**src/rtl/ps2_tty_pkg.sv**
```systemverilog
// Shared scancode/ASCII constants, decoder types and the set-2 to ASCII map.
package ps2_tty_pkg;

    // Set-2 scancodes with special meaning to the decoder
    localparam logic [7:0] SC_BREAK  = 8'hF0;
    localparam logic [7:0] SC_EXT    = 8'hE0;
    localparam logic [7:0] SC_LSHIFT = 8'h12;
    localparam logic [7:0] SC_RSHIFT = 8'h59;
    localparam logic [7:0] SC_ESC    = 8'h76;
    localparam logic [7:0] SC_ENTER  = 8'h5A;
    localparam logic [7:0] SC_BKSP   = 8'h66;
    localparam logic [7:0] SC_SPACE  = 8'h29;

    // ASCII codes for the non-printing keys
    localparam logic [6:0] ASCII_SPACE = 7'h20;
    localparam logic [6:0] ASCII_CR    = 7'h0D;
    localparam logic [6:0] ASCII_BS    = 7'h08;
    localparam logic [6:0] ASCII_CASE  = 7'h20;  // lower minus upper case

    // start + 8 data + parity + stop
    localparam int FRAME_BITS = 11;

    typedef struct packed {
        logic       hit;
        logic [6:0] ch;
    } ascii_map_t;

    typedef enum logic {
        DEC_NORMAL,
        DEC_BREAK
    } dec_state_e;

    function automatic logic is_shift_code(input logic [7:0] code);
        return (code == SC_LSHIFT) || (code == SC_RSHIFT);
    endfunction

    // Frame is bit 0 = start ... bit 10 = stop; parity is odd over data+parity
    function automatic logic frame_ok(input logic [FRAME_BITS-1:0] frame);
        return !frame[0] && frame[FRAME_BITS-1] && (^frame[9:1]);
    endfunction

    function automatic ascii_map_t scancode_to_ascii(input logic [7:0] code,
                                                     input logic       shift);
        ascii_map_t m;
        logic [6:0] lower;
        m.hit = 1'b1;
        m.ch  = 7'h00;
        lower = 7'h00;
        case (code)
            8'h1C: lower = 7'h61;  // a
            8'h32: lower = 7'h62;  // b
            8'h21: lower = 7'h63;  // c
            8'h23: lower = 7'h64;  // d
            8'h24: lower = 7'h65;  // e
            8'h2B: lower = 7'h66;  // f
            8'h34: lower = 7'h67;  // g
            8'h33: lower = 7'h68;  // h
            8'h43: lower = 7'h69;  // i
            8'h3B: lower = 7'h6A;  // j
            8'h42: lower = 7'h6B;  // k
            8'h4B: lower = 7'h6C;  // l
            8'h3A: lower = 7'h6D;  // m
            8'h31: lower = 7'h6E;  // n
            8'h44: lower = 7'h6F;  // o
            8'h4D: lower = 7'h70;  // p
            8'h15: lower = 7'h71;  // q
            8'h2D: lower = 7'h72;  // r
            8'h1B: lower = 7'h73;  // s
            8'h2C: lower = 7'h74;  // t
            8'h3C: lower = 7'h75;  // u
            8'h2A: lower = 7'h76;  // v
            8'h1D: lower = 7'h77;  // w
            8'h22: lower = 7'h78;  // x
            8'h35: lower = 7'h79;  // y
            8'h1A: lower = 7'h7A;  // z
            default: lower = 7'h00;
        endcase

        if (lower != 7'h00) begin
            m.ch = shift ? (lower - ASCII_CASE) : lower;
        end else begin
            case (code)
                8'h16:    m.ch = shift ? 7'h21 : 7'h31;  // ! 1
                8'h1E:    m.ch = shift ? 7'h40 : 7'h32;  // @ 2
                8'h26:    m.ch = shift ? 7'h23 : 7'h33;  // # 3
                8'h25:    m.ch = shift ? 7'h24 : 7'h34;  // $ 4
                8'h2E:    m.ch = shift ? 7'h25 : 7'h35;  // % 5
                8'h36:    m.ch = shift ? 7'h5E : 7'h36;  // ^ 6
                8'h3D:    m.ch = shift ? 7'h26 : 7'h37;  // & 7
                8'h3E:    m.ch = shift ? 7'h2A : 7'h38;  // * 8
                8'h46:    m.ch = shift ? 7'h28 : 7'h39;  // ( 9
                8'h45:    m.ch = shift ? 7'h29 : 7'h30;  // ) 0
                SC_SPACE: m.ch = ASCII_SPACE;
                SC_ENTER: m.ch = ASCII_CR;
                SC_BKSP:  m.ch = ASCII_BS;
                default:  m.hit = 1'b0;
            endcase
        end
        return m;
    endfunction

endpackage

```
**src/rtl/ps2_rx.sv**
```systemverilog
// PS/2 device-to-host receiver: synchronises the lines, samples 11-bit frames
// on falling clock edges, and flags each well-formed byte for one cycle.
module ps2_rx
    import ps2_tty_pkg::*;
#(
    parameter int TIMEOUT_CYCLES = 100000
) (
    input  logic       clk,
    input  logic       rst,
    input  logic       ps2_clk,
    input  logic       ps2_in,
    output logic [7:0] rx_byte,
    output logic       rx_valid
);

    localparam int              TO_W     = $clog2(TIMEOUT_CYCLES + 1);
    localparam logic [TO_W-1:0] TO_LAST  = TO_W'(TIMEOUT_CYCLES - 1);
    localparam logic [3:0]      LAST_BIT = 4'(FRAME_BITS - 1);

    logic                  clk_meta_q, clk_meta_d;
    logic                  clk_sync_q, clk_sync_d;
    logic                  clk_prev_q, clk_prev_d;
    logic                  dat_meta_q, dat_meta_d;
    logic                  dat_sync_q, dat_sync_d;
    logic [3:0]            bit_cnt_q,  bit_cnt_d;
    logic [FRAME_BITS-1:0] shift_q,    shift_d;
    logic [TO_W-1:0]       idle_cnt_q, idle_cnt_d;
    logic [7:0]            byte_q,     byte_d;
    logic                  valid_q,    valid_d;
    logic                  fall;
    logic [FRAME_BITS-1:0] frame;

    assign fall     = clk_prev_q && !clk_sync_q;
    assign rx_byte  = byte_q;
    assign rx_valid = valid_q;

    // Next-state: synchroniser pipeline, bit shifting, frame check and timeout
    always_comb begin
        // NOTE: every variable gets a default before any branch, so no path
        // leaves one unassigned and no latch is inferred.
        clk_meta_d = ps2_clk;
        clk_sync_d = clk_meta_q;
        clk_prev_d = clk_sync_q;
        dat_meta_d = ps2_in;
        dat_sync_d = dat_meta_q;
        bit_cnt_d  = bit_cnt_q;
        shift_d    = shift_q;
        idle_cnt_d = '0;
        byte_d     = byte_q;
        valid_d    = 1'b0;
        // New bit enters at the top; after 11 edges the start bit sits at bit 0
        frame      = {dat_sync_q, shift_q[FRAME_BITS-1:1]};

        if (fall) begin
            shift_d = frame;
            if (bit_cnt_q == LAST_BIT) begin
                bit_cnt_d = '0;
                if (frame_ok(frame)) begin
                    valid_d = 1'b1;
                    byte_d  = frame[8:1];
                end
            end else begin
                bit_cnt_d = bit_cnt_q + 4'd1;
            end
        end else if (bit_cnt_q != '0) begin
            // Mid-frame with no edge: abandon the frame once the line goes quiet
            if (idle_cnt_q == TO_LAST) begin
                bit_cnt_d = '0;
            end else begin
                idle_cnt_d = idle_cnt_q + TO_W'(1);
            end
        end
    end

    // State registers; lines reset to their idle-high level
    always_ff @(posedge clk or posedge rst) begin
        if (rst) begin
            clk_meta_q <= 1'b1;
            clk_sync_q <= 1'b1;
            clk_prev_q <= 1'b1;
            dat_meta_q <= 1'b1;
            dat_sync_q <= 1'b1;
            bit_cnt_q  <= '0;
            shift_q    <= '0;
            idle_cnt_q <= '0;
            byte_q     <= '0;
            valid_q    <= 1'b0;
        end else begin
            // NOTE: non-blocking assignments make every flop sample the values
            // from before this edge, so the synchroniser stages really pipeline.
            clk_meta_q <= clk_meta_d;
            clk_sync_q <= clk_sync_d;
            clk_prev_q <= clk_prev_d;
            dat_meta_q <= dat_meta_d;
            dat_sync_q <= dat_sync_d;
            bit_cnt_q  <= bit_cnt_d;
            shift_q    <= shift_d;
            idle_cnt_q <= idle_cnt_d;
            byte_q     <= byte_d;
            valid_q    <= valid_d;
        end
    end

endmodule

```
**src/rtl/ps2_tty_shell.sv**
```systemverilog
// Keyboard echo shell: PS/2 receiver, scancode decoder with shift/break
// tracking, character FIFO and the TTY write handshake.
module ps2_tty_shell
    import ps2_tty_pkg::*;
#(
    parameter int TIMEOUT_CYCLES = 100000,
    parameter int FIFO_DEPTH     = 4
) (
    input  logic       SYS_CLK,
    input  logic       reset,
    input  logic       ps2_in,
    input  logic       ps2_clk,
    input  logic       TTY_ready,
    output logic [6:0] TTY_data,
    output logic       TTY_en,
    output logic       TTY_clear
);

    localparam int               PTR_W   = $clog2(FIFO_DEPTH);
    localparam int               CNT_W   = PTR_W + 1;
    localparam logic [CNT_W-1:0] DEPTH_C = CNT_W'(FIFO_DEPTH);

    logic [7:0]       rx_byte;
    logic             rx_valid;

    dec_state_e       state_q, state_d;
    logic             shift_q, shift_d;
    logic             enq_valid_q, enq_valid_d;
    logic [6:0]       enq_char_q, enq_char_d;
    logic             clear_q, clear_d;
    logic             por_done_q, por_done_d;
    logic             esc_hit;
    ascii_map_t       map;

    logic [6:0]       mem_q [FIFO_DEPTH];
    logic [CNT_W-1:0] wr_ptr_q, wr_ptr_d;
    logic [CNT_W-1:0] rd_ptr_q, rd_ptr_d;
    logic [CNT_W-1:0] count;
    logic             fifo_full, fifo_empty, push, pop;
    logic             tty_en_q, tty_en_d;
    logic [6:0]       tty_data_q, tty_data_d;

    ps2_rx #(
        .TIMEOUT_CYCLES(TIMEOUT_CYCLES)
    ) u_rx (
        .clk     (SYS_CLK),
        .rst     (reset),
        .ps2_clk (ps2_clk),
        .ps2_in  (ps2_in),
        .rx_byte (rx_byte),
        .rx_valid(rx_valid)
    );

    assign TTY_data  = tty_data_q;
    assign TTY_en    = tty_en_q;
    assign TTY_clear = clear_q;

    // Decoder: break/shift tracking, Esc clear and character lookup
    always_comb begin
        state_d     = state_q;
        shift_d     = shift_q;
        enq_valid_d = 1'b0;
        enq_char_d  = enq_char_q;
        esc_hit     = 1'b0;
        por_done_d  = 1'b1;
        map         = scancode_to_ascii(rx_byte, shift_q);

        if (rx_valid) begin
            case (state_q)
                DEC_BREAK: begin
                    // Byte after F0 is a key release: never a character
                    state_d = DEC_NORMAL;
                    if (is_shift_code(rx_byte)) begin
                        shift_d = 1'b0;
                    end
                end
                default: begin
                    if (rx_byte == SC_BREAK) begin
                        state_d = DEC_BREAK;
                    end else if (rx_byte == SC_EXT) begin
                        state_d = DEC_NORMAL;  // prefix dropped
                    end else if (is_shift_code(rx_byte)) begin
                        shift_d = 1'b1;
                    end else if (rx_byte == SC_ESC) begin
                        esc_hit = 1'b1;
                    end else if (map.hit) begin
                        enq_valid_d = 1'b1;
                        enq_char_d  = map.ch;
                    end
                end
            endcase
        end

        // Clear once on the first edge out of reset, then on every Esc
        clear_d = !por_done_q || esc_hit;
    end

    // FIFO bookkeeping and TTY strobe; a strobe cycle never pops again
    always_comb begin
        count      = wr_ptr_q - rd_ptr_q;
        fifo_full  = (count == DEPTH_C);
        fifo_empty = (count == '0);
        push       = enq_valid_q && !fifo_full;
        pop        = !tty_en_q && !fifo_empty && TTY_ready;
        wr_ptr_d   = push ? (wr_ptr_q + CNT_W'(1)) : wr_ptr_q;
        rd_ptr_d   = pop  ? (rd_ptr_q + CNT_W'(1)) : rd_ptr_q;
        tty_en_d   = pop;
        tty_data_d = pop ? mem_q[rd_ptr_q[PTR_W-1:0]] : tty_data_q;
    end

    // Control and output registers
    always_ff @(posedge SYS_CLK or posedge reset) begin
        if (reset) begin
            state_q     <= DEC_NORMAL;
            shift_q     <= 1'b0;
            enq_valid_q <= 1'b0;
            enq_char_q  <= '0;
            clear_q     <= 1'b0;
            por_done_q  <= 1'b0;
            wr_ptr_q    <= '0;
            rd_ptr_q    <= '0;
            tty_en_q    <= 1'b0;
            tty_data_q  <= '0;
        end else begin
            state_q     <= state_d;
            shift_q     <= shift_d;
            enq_valid_q <= enq_valid_d;
            enq_char_q  <= enq_char_d;
            clear_q     <= clear_d;
            por_done_q  <= por_done_d;
            wr_ptr_q    <= wr_ptr_d;
            rd_ptr_q    <= rd_ptr_d;
            tty_en_q    <= tty_en_d;
            tty_data_q  <= tty_data_d;
        end
    end

    // Character storage
    always_ff @(posedge SYS_CLK) begin
        // NOTE: the array has no reset; the pointers define which entries are
        // meaningful, and a reset-free array can map onto plain RAM.
        if (push) begin
            mem_q[wr_ptr_q[PTR_W-1:0]] <= enq_char_q;
        end
    end

endmodule

```
**config.mk**
```make
export PLATFORM = sky130hd
export DESIGN_NAME = ps2_tty_shell
export DESIGN_NICKNAME = d
export VERILOG_FILES = /design/src/rtl/ps2_tty_pkg.sv /design/src/rtl/ps2_rx.sv /design/src/rtl/ps2_tty_shell.sv
export SDC_FILE = /design/constraint.sdc
export NUM_CORES = 1
export LEC_CHECK = 0
export CAP_MARGIN = 20
export CORE_MARGIN = 10
export CORE_UTILIZATION = 35
export CTS_CLUSTER_DIAMETER = 100
export DETAILED_ROUTE_END_ITERATION = 8
export DONT_BUFFER_PORTS = 1
export GPL_ROUTABILITY_DRIVEN = 1
export HOLD_SLACK_MARGIN = 0.12
export PLACE_DENSITY_LB_ADDON = 0.05
export SLEW_MARGIN = 20
export SYNTH_ARGS = -nofsm -noshare
export SYNTH_HDL_FRONTEND = slang
export SYNTH_SLANG_ARGS = --single-unit
export TNS_END_PERCENT = 100
```
**constraint.sdc**
```tcl
create_clock -name SYS_CLK -period 3 [get_ports SYS_CLK]
set_input_delay 0.15 -clock SYS_CLK [delete_from_list [all_inputs] [get_ports SYS_CLK]]
set_output_delay 0.15 -clock SYS_CLK [all_outputs]
set_load 0.01 [all_outputs]
```
-- Yosys cells after proc, flatten, opt, wreduce, memory -nomap -nowiden
Memories as Yosys holds them, arrays and structs flattened. A register that Yosys moved wholly into a read port is not among the register bits.
Cells that the tools add are included.
- bits in registers: 65
- RAM bits: 28
- ROM bits: 896
- bits of input ports: 5
- logic and storage cells: 128
- memories: 2
- memories (memory ; depth ; width ; rd ports ; clocked after memory_dff ; write ports ; line ; RTL):
    (name not given) ; 128 ; 7 ; 1 ; 0 ; 0 ; ps2_tty_pkg.sv:49 ; case (code)
    mem_q ; 4 ; 7 ; 1 ; 1 ; 1 ; ps2_tty_shell.sv:35 ; logic [6:0] mem_q [FIFO_DEPTH];
- add/subtract/negate cells: 6
- eq/ne operators: 23
- mux-type cells: 48
- bitwise operators: 5
- reductions and logical operators: 25
- operators with widths (operator ; number):
    $pmux W7 S13 ; 1
    $eq A8 B6 Y1 const B ; 7
    $mux W17 ; 3
    $eq A8 B7 Y1 const B ; 6
    $mux W5 ; 8
    $mux W7 ; 5
    $mux W1 ; 27
    $eq A8 B5 Y1 const B ; 3
    $add A17 B1 Y17 const B ; 1
    $eq A17 B17 Y1 const B ; 1
    $eq A8 B8 Y1 const B ; 2
    $mux W4 ; 4
    $reduce_or A13 Y1 ; 1
    $reduce_xor A9 Y1 ; 1
    $reduce_and A7 Y1 ; 1
    $reduce_bool A7 Y1 ; 1
    $sub A7 B6 Y7 const B ; 1
    $add A3 B1 Y3 const B ; 2
    $logic_and A1 B1 Y1 ; 6
    $logic_not A1 Y1 ; 6
    $not A1 Y1 ; 5
    $add A4 B1 Y4 const B ; 1
    $eq A4 B4 Y1 const B ; 1
    $ne A2 B2 Y1 const B ; 2
    other kinds (9) ; 11

-- Depth between registers and ports, before layout
Gate-level depths: netlist (run 1).
- word-level depth: 11
- mapped depth: 11
- depth with buffers taken out: 9

-- Modules after synthesis
From an unflattened synthesis (run 1), not the netlist that was laid out.
- cells, all modules: 497
- area total of the unflattened synthesis: 5465.2 sq um
- by module, submodules not included (module ; instances ; cells each ; area each (sq um) ; seq. area each (sq um)):
    ps2_tty_shell ; 1 ; 308 ; 3438.3 ; 1491.4
    ps2_rx ; 1 ; 189 ; 2026.9 ; 1132.3

-- Least setup slack after synthesis (run 1)
OpenSTA, ideal clock, no wires.
- kind: register to register
- start: reg u_rx.byte_q[1], in the netlist u_rx.rx_byte[1]
- end: reg enq_char_q[5]
- data arrival time: 2.598 ns
- data required time: 2.878 ns
- setup slack: 0.280 ns
- stages on the path, launching flop included: 11
- period minus slack after synthesis: 2.720 ns
- cells stage by stage: dfrtp_1 > inv_1 > ha_1 > clkbuf_1 > and2_1 > o21ai_0 > a311o_1 > and4_1 > nand4_4 > or4_1 > a32o_1
- longest elaborated chain between the ends: 5
- ends and longest elaborated chain (what ; line ; RTL):
    start: declaration ; ps2_rx.sv:28 ; logic [7:0] byte_q, byte_d;
    start signal: assignment ; ps2_rx.sv:99 ; byte_q <= byte_d;
    $mem_v2 Z128 W7, or another cell as far along ; -- ;
    $mux W7 or $reduce_or A13 Y1 (tied branches) ; -- ;
    $sub A7 B6 Y7, or another cell as far along ; ps2_tty_pkg.sv:80 ; m.ch = shift ? (lower - ASCII_CASE) : lower;
    $mux W7 or $mux W1 (tied branches) ; ps2_tty_pkg.sv:80, ps2_tty_pkg.sv:79 ;
    $mux W7 or $reduce_and A7 Y1 (tied branches) ; -- ;
    end signal: assignment ; ps2_tty_shell.sv:128 ; enq_char_q <= enq_char_d;
    end: declaration ; ps2_tty_shell.sv:29 ; logic [6:0] enq_char_q, enq_char_d;
Several ways; a longest one is shown, not always the timed one.
A chain may end at the register's enable or synchronous reset.

-- Worst setup path after layout (run 1)
Same ends and word-level chain as after synthesis.

==> results of run 1 <==
## worst paths after layout
check / start / endpoint / slack, ps / cells after the start
worst max register to register: u_rx.rx_byte[1] / enq_char_q[5] / 200 / 9
worst min-delay path: ps2_clk / u_rx.clk_meta_q / 340 / 1
worst min register to register: u_rx.clk_meta_q / u_rx.clk_prev_d / 360 / 0
min in group asynchronous: reset / u_rx.idle_cnt_q[13] / 390 / 2
max in group asynchronous: reset / u_rx.clk_prev_q / 1880 / 3
worst max-delay path: u_rx.rx_byte[1] / enq_char_q[5] / 200 / 9
## per-stage QoR
step,power [mW],instances,area (sq um)
floorplan,2.53,465,5240
global placement,2.77,641,5470
detailed placement,2.78,641,5470
CTS,3.98,661,5810
global route,4.17,661,5810
finish,3.90,661,5810
## synthesized netlist by cell type (4+ instances only)
cell,instances
sky130_fd_sc_hd__mux2_2,21
sky130_fd_sc_hd__dfrtp_1,66
sky130_fd_sc_hd__nand4_1,6
sky130_fd_sc_hd__mux2i_1,5
sky130_fd_sc_hd__xnor2_1,15
sky130_fd_sc_hd__buf_4,4
sky130_fd_sc_hd__edfxtp_1,28
sky130_fd_sc_hd__ha_1,19
sky130_fd_sc_hd__mux4_2,7
sky130_fd_sc_hd__a2bb2oi_1,4
sky130_fd_sc_hd__a31oi_1,10
sky130_fd_sc_hd__a21oi_1,14
sky130_fd_sc_hd__nor2_1,28
sky130_fd_sc_hd__o21ai_0,25
sky130_fd_sc_hd__a211o_1,5
sky130_fd_sc_hd__inv_1,20
sky130_fd_sc_hd__and3_1,4
sky130_fd_sc_hd__nand2b_1,8
sky130_fd_sc_hd__nand2_1,31
sky130_fd_sc_hd__nor3_1,4
sky130_fd_sc_hd__dfstp_2,5
sky130_fd_sc_hd__xor2_1,17
sky130_fd_sc_hd__buf_2,4
sky130_fd_sc_hd__nand3b_1,6
sky130_fd_sc_hd__and2_1,10
sky130_fd_sc_hd__nand3_1,16
sky130_fd_sc_hd__nor2b_1,8
sky130_fd_sc_hd__clkbuf_1,13
## where the power goes
part / total [mW] / internal, mW / switching (mW)
clock: 1.17 / 0.655 / 0.513
sequential: 1.79 / 1.57 / 0.217
combinational: 0.948 / 0.471 / 0.477
total: 3.90 / 2.70 / 1.21
## flip-flops by register name (all words and copies together), names as in the netlist
register and flops:
u_rx.shift_q 10, TTY_clear 1, rd_ptr_q 3, TTY_data 7, enq_valid_q 1, u_rx.clk_prev_q 1
u_rx.clk_meta_q 1, shift_q 1, u_rx.dat_sync_q 1, u_rx.idle_cnt_q 17, u_rx.rx_byte 8, state_q 1
mem_q 28, u_rx.dat_meta_q 1, u_rx.bit_cnt_q 4, u_rx.clk_prev_d 1, TTY_en 1, por_done_q 1
enq_char_q 7, u_rx.rx_valid 1, wr_ptr_q 3
## final cells by class
cell class	count	area [sq um]
clock inverter	6	71.3
clock buffer	10	229
sequential	99	2630
tap	184	230
fill	1405	8780
timing repair buffer	22	188
multi-input combinational	319	2390
inverter	21	78.8
## cell families after synthesis
logic type / after synthesis / share of synthesized area
compound gates: 90 / 0.114
fa+ha+maj: 19 / 0.0454
flops: 99 / 0.501
mux: 36 / 0.0920
simple gates: 141 / 0.148
xor+xnor: 32 / 0.0535
other cells: 1 / 0.000716
buf+inv: 47 / 0.0442
## layer usage
layer | wire length (um) | vias to the layer above
met2 | 5180 | 63
met5 | 0 | -
met1 | 4960 | 1707
met3 | 464 | 15
met4 | 250 | 0
li1 | - | 1686
## repair_timing
item | 4_1_cts | 5_1_grt
hold endpoints to repair | 37 | 0
resized for setup | 0 | 2
hold buffers | 4 | 0
setup endpoints to repair | 0 | 8
==> results, run 1 <==
- The flow ran to the end, and the final reports show no timing, DRC or antenna violations.
- Dividing the detail-routed wire length by the instance count gives between 15 and 20 um.
- For this block, the routed nets add up to 10.9 mm of wire.
- The post-route minimum period is around 2800 ps.
- For this run, the post-layout net count is 496.
- After legalization and detailed placement, the total HPWL measured 7.84 mm.
- 14 I/O pins were placed.
- The met3 routing resource usage after global routing is 0.0304.
- The type of the worst min-delay path is in -> reg.
- Data on the critical path arrives at its endpoint at 3030 ps.
- The setup slack after layout is between 200 and 250 ps.
- In this run the cell area of the synthesized design comes to 0.00524 sq mm.
- Adding up every negative setup slack in the final design gives 0 ps.
- The number of antenna violations at the first check in global routing is 0.
- The critical path is of the reg -> reg type.
- Synthesis produced a netlist whose cell count is approximately 470.
- Setup violations remaining at the end of the flow were counted as 0.
- The sort of element at the start of the critical path is a flip-flop.
- The clock network latency to the later pin of the worst-skew pair is 350 ps.
- The count of final hold-check violations is 0.
- The sequential share of the synthesized area is 0.501.
- The number of global-route vias before repair came to 3398.
- The first global-routing pass estimated 18.4 mm of wire.
- The busiest layer in global routing is met2.
- The die span in x is 142 um.
- The Yosys step of the flow raised 0 warnings.
- The number of different library cells in the post-synthesis netlist is 67.
- For the pin with the worst max-slew slack, the measured transition is 752 ps.
- Before antenna repair, the detailed router went through 4 iterations.
- The worst setup path is captured at a flip-flop.
- For this run, the leading register cell type out of synthesis is sky130_fd_sc_hd__dfrtp_1.
- The tree is rooted in a sky130_fd_sc_hd__clkbuf_16.
- In this run, CTS created clock tree buffers numbering 9.
- Setup repair after global routing left no endpoint under its margin.
- The routed layout has 3471 vias.
- Among all stages on the critical path, the largest delay is contributed by sky130_fd_sc_hd__or4_1.
- The clock tree from TritonCTS is yes.
- The portion of synthesized cell area occupied by the leading cell type is 0.315.
- Counting every sink on the clock net gives 99.
- Dividing total power by cell area gives a power density of about 670 mW/mm^2.
- The maximum VDD drop is 0.317 mV.
- The congestion estimate from routability-driven global placement came to 0.843.
- The number of antenna diodes in the final layout is 0.
- The part of the cycle the worst path needs is 0.932.
- The mean post-synth cell area is 11.3 sq um.
- The max-cap violation count is 0.
- The clock passes through at most 2 buffers.
- STA puts the critical path data required time at around 3200 ps.
- Traced cell by cell, the critical path runs through inv_1 > ha_1 > nand2_1 > o21ai_0 > mux2_2 > o21ai_2 > nand4_4 > or4_1 > a32o_1.
- Yosys mapped a number of flops with a built-in enable equal to 28.
- The die outline area is 0.0202 sq mm.
- The top cell types in the final layout, fill and taps aside, are sky130_fd_sc_hd__dfrtp_1, sky130_fd_sc_hd__nand2_1, sky130_fd_sc_hd__nor2_1, sky130_fd_sc_hd__edfxtp_1, sky130_fd_sc_hd__o21ai_0.
- The number of synthesized register bits is 99.
- Across all hold checks on the routed design, the worst slack comes to ~340 ps.
- Together, buffers and inverters on the worst path number 1.
- The total leakage power is 2.36 nW.
- Entering global routing, the biggest net connects 38 pins.
- The global-route track usage on met1 is 0.144.
- The total number of H-tree levels is 3.
- The library cell used most frequently in the layout, excluding fill and tap cells, is sky130_fd_sc_hd__dfrtp_1.
- The maximum cell stage delay along the critical path is 530 ps.
- The net count of the mapped netlist is 489.
- The all-layer global routing usage is 0.113.
- Measured against its own limit, the worst slew margin works out to 0.498.
- The fraction of layout instances using a drive strength above 1 is 0.172.
- The met2 global-route usage is 0.175.
- The number of slew-limit violations in the final report came to 0.
- The core area is 0.0146 sq mm.
- After synthesis, the share of flip-flops with an asynchronous set or reset is 0.717.
- The number of design-rule violations left by the first detailed-router iteration is around 280.
- The initial utilization of the core area, before any placement, comes to 0.359.
- Measured along the y axis, the die boundary spans 142 um.
- Summed over all layers, the global routing overflow is 0.
- The routed via count divided by cell count is 5.25.
- The maximum fanout encountered on the critical timing path is 9.
- The share of the core filled with cells is 0.398.
- The floorplan has between 40 and 50 rows.
- The post-detailed-route count of antenna-violating nets is 0.
- The largest area contributor in the netlist is sky130_fd_sc_hd__dfrtp_1.
- Relative to the synthesized area, the layout overhead comes to 11.0%.
- The worst clock skew on the final layout is 6.07 ps.
- After detailed routing, the number of remaining DRC violations is 0.
- After synthesis, the cell types taking the most area are sky130_fd_sc_hd__dfrtp_1, sky130_fd_sc_hd__edfxtp_1, sky130_fd_sc_hd__ha_1.
- The CTS clock-pin slew for the worst setup and hold paths is 70 ps.
- Based on the critical path, the design can be clocked at up to 358 MHz.
- The port buffer count is 0.
- The number of buffers added for setup after CTS is 0.
- On the critical path the largest part of the delay comes from simple AND/OR/NAND/NOR gates.
- Timing analysis after detailed placement gives a worst setup slack of 94.5 ps.
Power figures use the tool's default switching activity.
==> run 2, diff against run 1 <==
--- a/config.mk
+++ b/config.mk
@@ -5,12 +5,13 @@
 export SDC_FILE = /design/constraint.sdc
 export NUM_CORES = 1
 export LEC_CHECK = 0
+export BUFFER_PORTS_ARGS = -buffer_cell sky130_fd_sc_hd__buf_4
 export CAP_MARGIN = 20
+export CORE_ASPECT_RATIO = 0.5
 export CORE_MARGIN = 10
-export CORE_UTILIZATION = 35
+export CORE_UTILIZATION = 30
 export CTS_CLUSTER_DIAMETER = 100
 export DETAILED_ROUTE_END_ITERATION = 8
-export DONT_BUFFER_PORTS = 1
 export GPL_ROUTABILITY_DRIVEN = 1
 export HOLD_SLACK_MARGIN = 0.12
 export PLACE_DENSITY_LB_ADDON = 0.05
==> results, run 2 (synthesis gave the netlist of run 1 again) <==
- The area growth from synthesis to layout is 14.5%.
- The maximum VDD drop is 0.298 mV.
- The kind of capture point of the worst setup path is a flip-flop.
- The CTS clock-pin slew for the worst setup and hold paths is 70 ps.
- The number of primary I/O pins is 14.
- The number of global-route vias before repair is roughly 3600.
- The pin count of the biggest net entering global routing is 33.
- Leaving out fill and tap cells, the most frequent cells in the layout are sky130_fd_sc_hd__dfrtp_1, sky130_fd_sc_hd__buf_4, sky130_fd_sc_hd__nand2_1.
- Setup violations remaining at the end of the flow were counted as 0.
- The clock buffer count from CTS is 9.
- The slowest stage of the critical path is the sky130_fd_sc_hd__or4_1 cell.
- The fraction of layout instances using a drive strength above 1 is 0.203.
- Grouping stages by cell kind, the critical path spends the most delay in simple AND/OR/NAND/NOR gates.
- The setup slack after layout is 265 ps.
- The number of buffers and inverters on the critical path is 1.
- The clock network latency to the later pin of the worst-skew pair is 360 ps.
- Adding up every negative setup slack in the final design gives 0 ps.
- At the worst endpoint, the required time is approximately 3300 ps.
- After floorplanning, the core was divided into 34 placement rows.
- Timing would allow up to 366 MHz.
- The total iterations of the first detailed-routing run is 4.
- The signal on the critical path passes through inv_1 > ha_1 > mux2_1 > nand3_1 > a311o_1 > and4_1 > nand4_4 > or4_1 > a32o_1.
- STA puts the critical path data arrival time at 2980 ps.
- The maximum fanout encountered on the critical timing path is 9.
- Setup repair after global routing left no endpoint under its margin.
- The total number of H-tree levels is 3.
- The met3 layer wire length in the routed design is between 300 and 400 um.
- The met2 wire length is between 5 and 6 mm.
- The final net count is 511.
- The number of slew-limit violations in the final report is 0.
- The tightest min-delay check is of the in -> reg type.
- The total length of routed wires is 11.8 mm.
- In this design, the stage delay of the slowest critical-path cell is approximately 550 ps.
- The worst setup slack after placement is 125 ps.
- At the end of routability-driven placement, the weighted congestion stood at 0.843.
- The most common library cell in the layout ignoring fill and taps is sky130_fd_sc_hd__dfrtp_1.
- Detailed placement ended at an HPWL of 8.34 mm.
- The power per unit of standard cell area is 671 mW/mm^2.
- The overall via count from detail_route is 3441.
- Counting every sink on the clock net gives 99.
- Between clock sinks in the finished design, the worst skew comes to 7.35 ps.
- The clock passes through at most 2 buffers.
- Dividing the detail-routed wire length by the instance count gives 16.2 um.
- The measured slew at the worst slew-check pin is around 580 ps.
- The core area is 0.0172 sq mm.
- The chip height is around 110 um.
- The post-detailed-route count of antenna-violating nets is 0.
- The setup path with the least slack is of type reg -> reg.
- TritonCTS built the clock tree.
- The part of the cycle the worst path needs is 0.912.
- The uppermost layer routed is met4.
- The detailed-route wire length on metal 1 is approximately 5.8 mm.
- For this design the static power due to leakage is 2.42 nW.
- The first global-routing pass estimated 19.6 mm of wire.
- The tree is rooted in a sky130_fd_sc_hd__clkbuf_16.
- In the routed design, unresolved DRC markers number 0.
- The die outline area is 0.0235 sq mm.
- The routed via count divided by cell count is 4.74.
- The total overflow left after global routing is 0.
- The flip-flop count of the largest register, all copies and words added is 28.
- STA classifies the critical path startpoint as a flip-flop.
- The number of antenna violations at the first check in global routing is 0.
- The initial core utilization is 0.304.
- The run finished with clean final reports.
- Counting the fill cells in the layout gives roughly 1800.
- The count of final hold-check violations was 0.
- Across every metal layer, demand over resource in global routing totals 0.106.
- The worst path in the final design needs a cycle of 2740 ps, including I/O delays and setup.
- The number of antenna diodes in the final layout is 0.
- The max-cap violation count is 0.
- The die span in x is 207 um.
- The port buffer count is 13.
- The remaining max-slew budget at the tightest pin is 0.609.
- The first routing iteration left 210 violations.
==> run 2: per-stage QoR <==
step / utilization / total power, mW / hold slack, ps / area (sq um) / std cells
detailed placement: 0.328 / 2.88 / 228 / 5650 / 707
finish: 0.348 / 4.02 / 231 / 5990 / 726
global route: 0.348 / 4.28 / 229 / 5990 / 726
floorplan: - / 2.53 / 154 / 5240 / 465
CTS: 0.347 / 4.09 / 222 / 5980 / 726
global placement: 0.328 / 2.89 / 223 / 5650 / 707
==> run 2: power by group <==
group,leakage (nW),switching [mW],internal [mW]
logic,1.04,0.536,0.542
registers,1.24,0.186,1.57
clock network,0.138,0.539,0.651
==> run 2: worst register-to-register path, cell delays in order, from the launching register on <==
cell and delay, ps:
sky130_fd_sc_hd__dfrtp_2 450, sky130_fd_sc_hd__inv_1 100, sky130_fd_sc_hd__ha_1 300, sky130_fd_sc_hd__mux2_1 330
sky130_fd_sc_hd__nand3_1 90, sky130_fd_sc_hd__a311o_1 210, sky130_fd_sc_hd__and4_1 240, sky130_fd_sc_hd__nand4_4 110
sky130_fd_sc_hd__or4_1 550, sky130_fd_sc_hd__a32o_1 260
==> run 2: path summary, 6_finish.rpt <==
check / from / end / slack (ps) / cells past startpoint
min reg2reg: u_rx.clk_meta_q / u_rx.clk_prev_d / 360 / 0
max reg2reg: u_rx.rx_byte[1] / enq_char_q[5] / 260 / 9
min in group asynchronous: reset / u_rx.idle_cnt_q[14] / 390 / 3
max: u_rx.rx_byte[1] / enq_char_q[5] / 260 / 9
max in group asynchronous: reset / enq_valid_q / 1860 / 4
min: TTY_ready / TTY_en / 230 / 4
==> run 2: cell type report <==
| class | count | area [sq um] | area share |
|---|---|---|---|
| Multi-Input combinational cell | 319 | 2390 | 0.399 |
| Tap cell | 234 | 293 | 0.0489 |
| Clock buffer | 9 | 225 | 0.0376 |
| Clock inverter | 7 | 78.8 | 0.0132 |
| Sequential cell | 99 | 2630 | 0.438 |
| Timing Repair Buffer | 37 | 298 | 0.0497 |
| Inverter | 21 | 80.1 | 0.0134 |
==> run 2: timing repair <==
item / in CTS / in global routing
hold buffers: 3 / 0
resized for setup: 0 / 3
endpoints found under the hold margin: 27 / 0
setup buffers: 0 / 0
setup endpoints to repair: 0 / 8
==> run 2: routing by layer <==
layer	track usage	vias to the layer above
met5	0	-
met4	0.0317	0
met3	0.0317	8
met2	0.166	38
met1	0.137	1665
li1	-	1730
==> run 3, diff against run 2 <==
--- a/config.mk
+++ b/config.mk
@@ -7,7 +7,7 @@
 export LEC_CHECK = 0
 export BUFFER_PORTS_ARGS = -buffer_cell sky130_fd_sc_hd__buf_4
 export CAP_MARGIN = 20
-export CORE_ASPECT_RATIO = 0.5
+export CORE_ASPECT_RATIO = 2
 export CORE_MARGIN = 10
 export CORE_UTILIZATION = 30
 export CTS_CLUSTER_DIAMETER = 100
@@ -18,5 +18,6 @@
 export SLEW_MARGIN = 20
 export SYNTH_ARGS = -nofsm -noshare
 export SYNTH_HDL_FRONTEND = slang
+export SYNTH_HIERARCHICAL = 1
 export SYNTH_SLANG_ARGS = --single-unit
 export TNS_END_PERCENT = 100
==> results, run 3 <==
- The first-pass GRT wire length is 23.6 mm.
- After the first detailed-routing iteration, the DRC count stood at 163.
- The final net count is 545.
- For the worst setup path, the data required time is 3240 ps.
- The total number of placement rows is 69.
- The count of final hold-check violations is 0.
- The type of the worst setup path is reg -> reg.
- In the final layout, the share of cells above drive strength 1 is 0.190.
- The sort of element at the start of the critical path is a flip-flop.
- The worst setup path is captured at a flip-flop.
- Walking the worst path, the cells encountered are inv_1 > ha_1 > mux2i_2 > o21ai_0 > a221oi_2 > o311a_2 > nand4bb_4 > o21ai_4 > inv_2 > o22a_1.
- The share of total power consumed by net switching is 0.300.
- Fill cells in the final layout number roughly 1800.
- In the detailed route, the total length drawn on met2 is 9.06 mm.
- The remaining max-slew budget at the tightest pin is 0.361.
- Counting I/O delays and the setup requirement, the final critical path takes 2790 ps.
- The initial utilization of the core area, before any placement, comes to 0.306.
- The share of total power dissipated in sequential elements is 0.451.
- The maximum fanout encountered on the critical timing path is 8.
- The flip-flop count of the largest register, all copies and words added is 28.
- For this design the static power due to leakage is 2.57 nW.
- The all-layer global routing usage is 0.130.
- The worst clock skew on the final layout is 9.11 ps.
- The data arrival time at the worst-slack endpoint is 3030 ps.
- After detailed routing, the number of remaining DRC violations is 0.
- The met3 layer wire length in the routed design is between 300 and 400 um.
- Entering global routing, the biggest net connects 46 pins.
- Measured along the y axis, the die boundary spans around 210 um.
- For this run, the register share of the synthesized area comes to 0.480.
- The area added between synthesis and finish is 13.2%.
- In the final routed layout, each cell accounts on average for between 20 and 25 um.
- After synthesis the netlist holds a flip-flop and latch count of a little under 100.
- The number of slew-limit violations in the final report is 0.
- Clock tree synthesis inserted a total of 9 buffers.
- For this design the top-level I/O count stands at 14.
- The achievable clock frequency is 358 MHz.
- During synthesis, Yosys emitted a total of 6 warnings.
- The number of buffers and inverters on the critical path is 2.
- The main flop type after synthesis is sky130_fd_sc_hd__dfrtp_1.
- The setup violation total in the final timing report is 0.
- The deepest clock path buffer count is 2.
- The detailed-placement wirelength estimate is between 10 and 15 mm.
- Dividing the detail-routed via count by the number of cells gives 5.21.
- The maximum VDD drop is 0.274 mV.
- sky130_fd_sc_hd__dfrtp_1 takes more of the synthesized area than any other cell.
- Counting every sink on the clock net gives 99.
- The clock network fraction of design power is 0.321.
- The most common library cell in the layout ignoring fill and taps is sky130_fd_sc_hd__dfrtp_1.
- Once the clock tree was built, the setup fixing pass inserted 0 buffers.
- The detailed-route wire length on metal 1 is 4.71 mm.
- In the synthesized netlist, the number of instances is about 500.
- Max-cap violations in this run came to 0.
- After global routing the overflow that remains totals 0.
- The sequential cells in the finished layout cover a total of 0.00262 sq mm.
- The uppermost layer routed is met4.
- The combined area of the multi-input logic cells is around 0.0026 sq mm.
- The CTS clock-pin slew for the worst setup and hold paths is 70 ps.
- The total length of routed wires is about 15 mm.
- The net load switching power is 1.12 mW.
- In this run the worst hold path is classified as in -> reg.
- The number of antenna violations at the first check in global routing is 0.
- The total negative slack is 0 ps.
- The post-detailed-route count of antenna-violating nets is 0.
- TritonCTS built the clock tree.
- The library cell with the highest instance count after synthesis is sky130_fd_sc_hd__dfrtp_1.
- Counting every net in the synthesized netlist gives 521.
- The H-tree was split into 3 levels.
- The mean post-synth cell area is 11.0 sq um.
- The number of enable-type register cells in the synthesized netlist is 28.
- Ranked by instance count, the synthesized netlist is headed by sky130_fd_sc_hd__dfrtp_1, sky130_fd_sc_hd__nand2_1, sky130_fd_sc_hd__nor2_1.
- 0 antenna diodes ended up in the layout.
- Setup repair after global routing left no endpoint under its margin.
- Dividing total power by cell area gives a power density of ~600 mW/mm^2.
- The internal power of the cells totals 2.61 mW.
- In this run the standard cell core region covers around 0.018 sq mm.
- Synthesis instantiated 78 different standard cells from the library.
- The largest single stage delay on the critical path is 410 ps.
- The measured slew at the worst slew-check pin is 958 ps.
- Clock tree synthesis selected as its root buffer the cell sky130_fd_sc_hd__clkbuf_16.
- The library cells used most frequently in the layout, excluding fill and tap cells, are sky130_fd_sc_hd__dfrtp_1, sky130_fd_sc_hd__nand2_1, sky130_fd_sc_hd__buf_4.
- In this run the horizontal extent of the chip is 115 um.
- The overall via count from detail_route is 3847.
- For this run, the detailed router's first-pass iteration total came to 7.
- The portion of total power attributed to combinational logic is 0.228.
- The global placement routability congestion is 0.853.
- Across all hold checks on the routed design, the worst slack comes to 239 ps.
- Buffers placed on the I/O ports in this run total 13.
- The die outline area is 0.0243 sq mm.
- In this design, the largest share of critical-path delay is due to compound AO/OA/AOI/OAI gates.
- In the finished design, the share of the clock period the worst path needs comes to 0.931.
- Among all stages on the critical path, the largest delay is contributed by sky130_fd_sc_hd__dfrtp_1.
- In the synthesized netlist the async set-or-reset flop fraction comes to 0.717.
- The number of global-route vias before repair is 4170.
- Ranked by total cell area, the synthesized netlist is headed by sky130_fd_sc_hd__dfrtp_1, sky130_fd_sc_hd__edfxtp_1, sky130_fd_sc_hd__ha_1.
- The mapped cell area is approximately 0.0055 sq mm.
- The run finished with clean final reports.
- The portion of synthesized cell area occupied by the leading cell type is 0.302.
- The later pin in the worst-skew pair is clocked with a latency of 350 ps.
run 3: cell count changes in the layout (fill, tap and decap cells not counted), moves of 5 or more:
cell / change
sky130_fd_sc_hd__a31oi_1: -7
sky130_fd_sc_hd__xor2_1: -6
sky130_fd_sc_hd__nand2_1: +25
sky130_fd_sc_hd__a211o_1: -5
run 3: layout make-up:
class	count	share of cell area
flip-flops and latches	99	0.424
multi-input cells	352	0.422
repair buffers	39	0.0485
well taps	213	0.0431
clock buffers	11	0.0427
inverters	20	0.0121
clock inverters	5	0.00789
run 3: path summary, 6_finish.rpt:
kind / end / slack [ps] / depth (start not counted) / start
worst max-delay path: enq_char_q[1] / 210 / 10 / u_rx/rx_byte[0]
worst min-delay path: TTY_en / 240 / 4 / TTY_ready
worst max register to register: enq_char_q[1] / 210 / 10 / u_rx/rx_byte[0]
worst min register to register: u_rx/clk_prev_d / 360 / 0 / u_rx/clk_meta_q
max in group asynchronous: u_rx/idle_cnt_q[11] / 1810 / 3 / reset
min in group asynchronous: wr_ptr_q[2] / 440 / 4 / reset
run 3: repair_timing:
action | in CTS | in global routing
endpoints found under the hold margin | 68 | 0
setup endpoints to repair | 0 | 1
hold buffers | 3 | 0
gates resized for setup | 0 | 1
run 3: power by group through the flow:
| stage | Sequential (mW) | Combinational [mW] | Clock [mW] |
|---|---|---|---|
| floorplan | 1.69 | 0.590 | 0 |
| global placement | 1.71 | 0.862 | 0 |
| detailed placement | 1.71 | 0.870 | 0 |
| CTS | 1.69 | 0.875 | 1.25 |
| global route | 1.71 | 0.954 | 1.31 |
| finish | 1.68 | 0.849 | 1.20 |
run 3: cells by family (layout without fill, tap and decap cells):
group,after synthesis,count (layout),synth area share
simple gates,187,187,0.186
flops,99,99,0.480
fa+ha+maj,19,19,0.0435
compound gates,83,83,0.111
xor+xnor,28,28,0.0499
mux,34,34,0.0847
buf+inv,46,75,0.0442
other cells,1,1,0.000686
run 3: metal layers:
metal,GRT usage,vias up
met1,0.106,1898
li1,-,1833
met2,0.261,76
met5,0,-
met4,0.0940,0
met3,0.0199,40
run 3: tightest hold or removal path: cells and delay by family:
family                 cells  cell delay, ps
AO/OA/AOI/OAI              1              40
buffers and inverters      3             330
run 3: metrics by stage:
step                instances  power [mW]  utilization  worst slack (ps)  area, sq um
global route              739        3.98        0.346              21.5         6190
CTS                       739        3.81        0.346               175         6180
finish                    739        3.73        0.346               207         6190
floorplan                 497        2.28            -               488         5470
global placement          720        2.57        0.327               212         5840
detailed placement        720        2.58        0.327               197         5840
